$ cat config.mk
export PLATFORM = sky130hd
export DESIGN_NAME = vga_text_fetch
export DESIGN_NICKNAME = d
export VERILOG_FILES = /design/src/rtl/vga_text_fetch.sv
export SDC_FILE = /design/constraint.sdc
export NUM_CORES = 1
export LEC_CHECK = 0
export CAP_MARGIN = 20
export CORE_ASPECT_RATIO = 2
export CORE_MARGIN = 2
export CORE_UTILIZATION = 39
export CTS_CLUSTER_SIZE = 14
export DETAILED_ROUTE_END_ITERATION = 7
export PLACE_DENSITY = 0.84
export SETUP_SLACK_MARGIN = 0.3
export SLEW_MARGIN = 20
export SYNTH_ARGS = -nofsm -noshare
export SYNTH_HDL_FRONTEND = slang
export SYNTH_SLANG_ARGS = --single-unit
$ cat constraint.sdc
create_clock -name clk_i -period 2.5 [get_ports clk_i]
set_input_delay 0.5 -clock clk_i [delete_from_list [all_inputs] [get_ports clk_i]]
set_output_delay 0.5 -clock clk_i [all_outputs]
set_load 0.01 [all_outputs]
$ cat src/rtl/vga_text_fetch.sv
// Text-mode character fetch: text RAM word -> font ROM row -> 8-pixel serializer,
// with active/hsync/vsync delayed 3 pixels to match. Define VGA_CURSOR_EN for the cursor overlay.
module vga_text_fetch #(
  parameter int COLS       = 80,
  parameter int ROWS       = 30,
  parameter int BLINK_BITS = 6
) (
  input  logic        clk_i,
  input  logic        rst_n_i,
  input  logic        pix_ce_i,
  input  logic [9:0]  hcount_i,
  input  logic [9:0]  vcount_i,
  input  logic        active_i,
  input  logic        hsync_i,
  input  logic        vsync_i,
  output logic [11:0] text_addr_o,
  output logic        text_en_o,
  input  logic [15:0] text_data_i,
  output logic [11:0] rom_addr_o,
  output logic        rom_en_o,
  input  logic [7:0]  rom_data_i,
  input  logic [6:0]  cursor_col_i,
  input  logic [4:0]  cursor_row_i,
  output logic [3:0]  pix_color_o,
  output logic        active_o,
  output logic        hsync_o,
  output logic        vsync_o
);

  localparam logic [11:0] COLS_W = 12'(COLS);
  localparam logic [5:0]  ROWS_W = 6'(ROWS);

  logic [4:0] row;
  logic [6:0] col;
  logic       cell_start;
  logic       row_vis;

  logic       s1_valid_q;
  logic       s1_fetch_q;
  logic [3:0] s1_line_q;
  logic       s2_valid_q;
  logic       s2_fetch_q;
  logic [7:0] attr_q;

  logic [7:0] shift_q, shift_d;
  logic [3:0] fg_q, fg_d;
  logic [3:0] bg_q, bg_d;
  logic       blink_q, blink_d;
  logic [BLINK_BITS-1:0] frame_cnt_q, frame_cnt_d;
  logic [2:0] act_q, hs_q, vs_q;
  logic       cur_force;
  logic [3:0] pix_sel;
  logic       unused_bits;

  assign row        = vcount_i[8:4];
  assign col        = hcount_i[9:3];
  assign cell_start = active_i && (hcount_i[2:0] == 3'd0);
  assign row_vis    = ({1'b0, row} < ROWS_W);

  // Enables are qualified by pix_ce_i so each lasts one clock and the memory
  // samples it on the same edge that advances the pipeline.
  assign text_en_o   = rst_n_i && pix_ce_i && cell_start && row_vis;
  assign text_addr_o = text_en_o ? (12'(row) * COLS_W + 12'(col)) : 12'd0;
  assign rom_en_o    = pix_ce_i && s1_fetch_q;
  assign rom_addr_o  = rom_en_o ? {text_data_i[7:0], s1_line_q} : 12'd0;

  always_comb begin
    // NOTE: every variable written here gets a default first, so no path can infer a latch.
    shift_d     = {shift_q[6:0], 1'b0};
    fg_d        = fg_q;
    bg_d        = bg_q;
    blink_d     = blink_q;
    frame_cnt_d = frame_cnt_q;
    if (s2_valid_q) begin
      // Blank rows load an all-zero cell so they render as background 0.
      shift_d = s2_fetch_q ? rom_data_i : 8'h00;
      fg_d    = attr_q[3:0];
      bg_d    = {1'b0, attr_q[6:4]};
      blink_d = attr_q[7];
    end
    if (vsync_i && !vs_q[0]) frame_cnt_d = frame_cnt_q + 1'b1;
  end

  always_ff @(posedge clk_i or negedge rst_n_i) begin
    if (!rst_n_i) begin
      s1_valid_q  <= 1'b0;
      s1_fetch_q  <= 1'b0;
      s1_line_q   <= 4'h0;
      s2_valid_q  <= 1'b0;
      s2_fetch_q  <= 1'b0;
      attr_q      <= 8'h00;
      shift_q     <= 8'h00;
      fg_q        <= 4'h0;
      bg_q        <= 4'h0;
      blink_q     <= 1'b0;
      frame_cnt_q <= '0;
      act_q       <= 3'b000;
      hs_q        <= 3'b000;
      vs_q        <= 3'b000;
    end else if (pix_ce_i) begin
      // NOTE: state registers use non-blocking assignments so every stage samples pre-edge values.
      s1_valid_q  <= cell_start;
      s1_fetch_q  <= cell_start && row_vis;
      s1_line_q   <= vcount_i[3:0];
      s2_valid_q  <= s1_valid_q;
      s2_fetch_q  <= s1_fetch_q;
      attr_q      <= s1_fetch_q ? text_data_i[15:8] : 8'h00;
      shift_q     <= shift_d;
      fg_q        <= fg_d;
      bg_q        <= bg_d;
      blink_q     <= blink_d;
      frame_cnt_q <= frame_cnt_d;
      act_q       <= {act_q[1:0], active_i};
      hs_q        <= {hs_q[1:0], hsync_i};
      vs_q        <= {vs_q[1:0], vsync_i};
    end
  end

`ifdef VGA_CURSOR_EN
  logic cur_hit;
  logic cur1_q, cur2_q, cursor_q;

  assign cur_hit = cell_start && row_vis && (col == cursor_col_i) &&
                   (row == cursor_row_i) && (vcount_i[3:0] >= 4'd14);

  // Cursor flag rides the same S1/S2 stages as the cell it belongs to.
  always_ff @(posedge clk_i or negedge rst_n_i) begin
    if (!rst_n_i) begin
      cur1_q   <= 1'b0;
      cur2_q   <= 1'b0;
      cursor_q <= 1'b0;
    end else if (pix_ce_i) begin
      cur1_q <= cur_hit;
      cur2_q <= cur1_q;
      if (s2_valid_q) cursor_q <= cur2_q;
    end
  end

  assign cur_force   = cursor_q && frame_cnt_q[BLINK_BITS-2];
  assign unused_bits = vcount_i[9];
`else
  assign cur_force   = 1'b0;
  assign unused_bits = ^{vcount_i[9], cursor_col_i, cursor_row_i};
`endif

  always_comb begin
    pix_sel = shift_q[7] ? fg_q : bg_q;
    if (blink_q && frame_cnt_q[BLINK_BITS-1]) pix_sel = bg_q;
    if (cur_force) pix_sel = fg_q;
  end

  assign pix_color_o = act_q[2] ? pix_sel : 4'h0;
  assign active_o    = act_q[2];
  assign hsync_o     = hs_q[2];
  assign vsync_o     = vs_q[2];

endmodule

==> impl_metrics.ini <==
[global_routing]
grt_overflow = 0
grt_pass1_wl_um = 10200
track_usage_pct = 19.9
grt_max_degree = 58
grt_pass1_vias = 2287
antenna_found_initial = 0

[floorplan]
die_x_um = 59.8
initial_core_util_pct = 40.5
core.rowCount = 40
boundaryPins = 95
core_um2 = 6010
dieArea_um2 = 6920
die-height_um = 116

[yosys]
avgSynthCellArea_um2 = 10.3
synthArstFlopShare_pct = 100
ys.flop_type = dfrtp_1
ys_ff_latch = 47
yosysUniqueCellTypes = 36
syn_area_um2 = 2430
seq_area_frac_synth_pct = 48.4
postSynthNetCount = 309
ys_warn_count = 0
synth_edf_count = 0
syn_inst = 235

[worst_setup_path]
crit_chain = buf_8 -> ha_4 -> ha_4 -> inv_2 -> fa_1 -> nor2b_2 -> buf_4 -> o211ai_1 -> or2_0 -> mux2i_1 -> buf_2
required_ps = 2000
arrival_ps = 2360
path_max_fanout = 2
path_depth = 11
crit_path_end_kind = output port
start_kind = input pin
crit_type = in2out
reg2reg_from = s2_valid_q
slowest_delay_ps = 460
r2r_end = blink_q
critPathTopFamily = adder cells
rr_worst_depth = 2
setup.worst_path.end = text_addr_o[10]
crit_path_frequent_cell = ha_4
cpMaxStageDelayCell = fa_1
crit_path_start = vcount_i[5]
r2r_setup_slack_ps = 1270
path_buf_inv = 4

[sta]
max_freq_ghz = 0.350
finalWorstSetupSlack_ps = -357
worst_pin_slew_ps = 589
post-route-min-period_ps = 2860
report.final.slew_viol_count = 0
hold_violations = 0
finalSetupViolCount = 3
whs_ps = 364
fin_crit_sh_pct = 114
maxSlewHeadroom_pct = 60.7
fin_skew_ps = 5.15
rsz0062_at_grt = yes

[cts]
worstSkewPairLatency_ps = 280
htree_levels = 2
cts.sinks = 47
cts-root-buf = clkbuf_16
clkTransAtPathRegs_ps = 60
cts_tree = done
clock_path_buffers = 2
ctsHoldBuffers = 0
cts-buffers-inserted = 5

[cells_and_area]
drive_gt1_share_pct = 31.1
fill_cells = 483
antenna_cells = 0
layout_commonest_cell = clkdlybuf4s50_1
area_growth_syn_to_layout_pct = 56.7
layout.cells.non_filler = 404
final_cell_mix = clkdlybuf4s50_1, dfrtp_1, o21ai_0, buf_4
final_nets = 415

[route]
avgRoutedWirePerCell_um = 16.1
via_count = 2128
drtIter0Drc = 32
via_per_inst = 5.27
ant_nets = 0
drcViolationCount = 0
wl_um = 6510
drtPass1Iterations = 4

[run]
maxCapViolCount = 0

[hold_path]
hold_path.class = in2async

[power]
max-vdd-ir-drop_mv = 0.262
p_leak_nw = 1.78
p_per_area_nw_per_um2 = 566

[status]
outcome = complete, but fails checks
violations = negative setup slack

[placement]
port_buffers = 81
place_congestion = 0.912
dp.cells = 385
dp_hpwl_um = 4680
==> sequential cells by signal (all words and copies together) (netlist names), 3 cells and up <==
| signal | flops |
|---|---|
| hs_q | 3 |
| shift_q | 8 |
| s1_line_q | 4 |
| fg_q | 4 |
| bg_q | 3 |
| frame_cnt_q | 6 |
| vs_q | 3 |
| act_q | 3 |
| attr_q | 8 |
==> cell type report <==
class / instances / area, µm² / share of cell area, %
clock buffers: 6 / 129 / 3.38
repair buffers: 109 / 1030 / 27.0
flip-flops and latches: 47 / 1180 / 30.9
well taps: 63 / 78.8 / 2.07
multi-input cells: 159 / 1290 / 34.0
clock inverters: 1 / 30.0 / 0.788
inverters: 19 / 73.8 / 1.94
==> per-stage QoR <==
stage	setup WS (ps)	TNS, ps	area [µm²]	power, mW	utilization (%)
2_1_floorplan	-103	-103	2460	1.16	-
3_3_place_gp	-1080	-8090	3430	1.37	57.1
3_5_place_dp	-1130	-8320	3430	1.39	57.1
4_1_cts	-354	-821	3690	2.16	61.5
5_1_grt	-496	-1210	3810	2.27	63.4
6_report	-357	-866	3810	2.16	63.4
==> synthesized netlist by cell type, types with 4 or more instances <==
master | number | area (µm²)
ha_1 | 10 | 125
nor2b_1 | 7 | 43.8
a221oi_1 | 6 | 52.6
clkbuf_1 | 6 | 22.5
mux2i_1 | 4 | 40.0
o21ai_0 | 20 | 100
xnor2_1 | 6 | 52.6
nand3_1 | 11 | 55.1
dfrtp_1 | 47 | 1180
and3_1 | 14 | 87.6
and2_1 | 7 | 43.8
inv_1 | 17 | 63.8
nor2_1 | 19 | 71.3
mux2_2 | 14 | 158
xor2_1 | 4 | 35.0
nand2_1 | 16 | 60.1
==> report_power, final <==
group          internal, mW  switching, mW  leakage (nW)  total (mW)
Combinational         0.295          0.207          1.11       0.503
Clock                 0.466          0.252        0.0769       0.717
Sequential            0.864         0.0738         0.596       0.937
==> cell families (layout without fill, tap and decap cells) <==
logic type	Yosys count	after routing	share of synthesized area, %
DFF	47	47	48.4
xor gates and xnor gates	10	10	3.60
AOI/OAI and AO/OA	36	36	9.26
and+or+nand+nor	83	83	19.0
buffers and inverters	29	135	4.79
adders and majority gates	12	12	6.79
muxes	18	18	8.13
==> metal layers <==
metal	up-vias	global-route usage, %	wire length [µm]
li1	1012	-	-
met1	1004	18.2	2100
met2	89	36.2	3720
met3	23	4.46	342
met4	0	14.2	342
met5	-	0	0
==> how the worst min path moves through the flow <==
stage / from / endpoint / slack (ps) / depth (start not counted)
after floorplan: rst_n_i / act_q[0] / 200 / 0
after global placement: fg_q[3] / fg_q[3] / 460 / 2
after detailed placement: frame_cnt_q[5] / frame_cnt_q[5] / 470 / 1
after CTS: rst_n_i / vs_q[2] / 400 / 2
after global routing: rst_n_i / vs_q[2] / 430 / 2
final: rst_n_i / shift_q[3] / 360 / 2
==> timing repair <==
item	in CTS	in global routing
gates cloned	0	1
buffers inserted	8	3
endpoints found under the setup margin	16	15
resized for setup	118	34
pin swaps	19	8
Power figures use the tool's default switching activity.
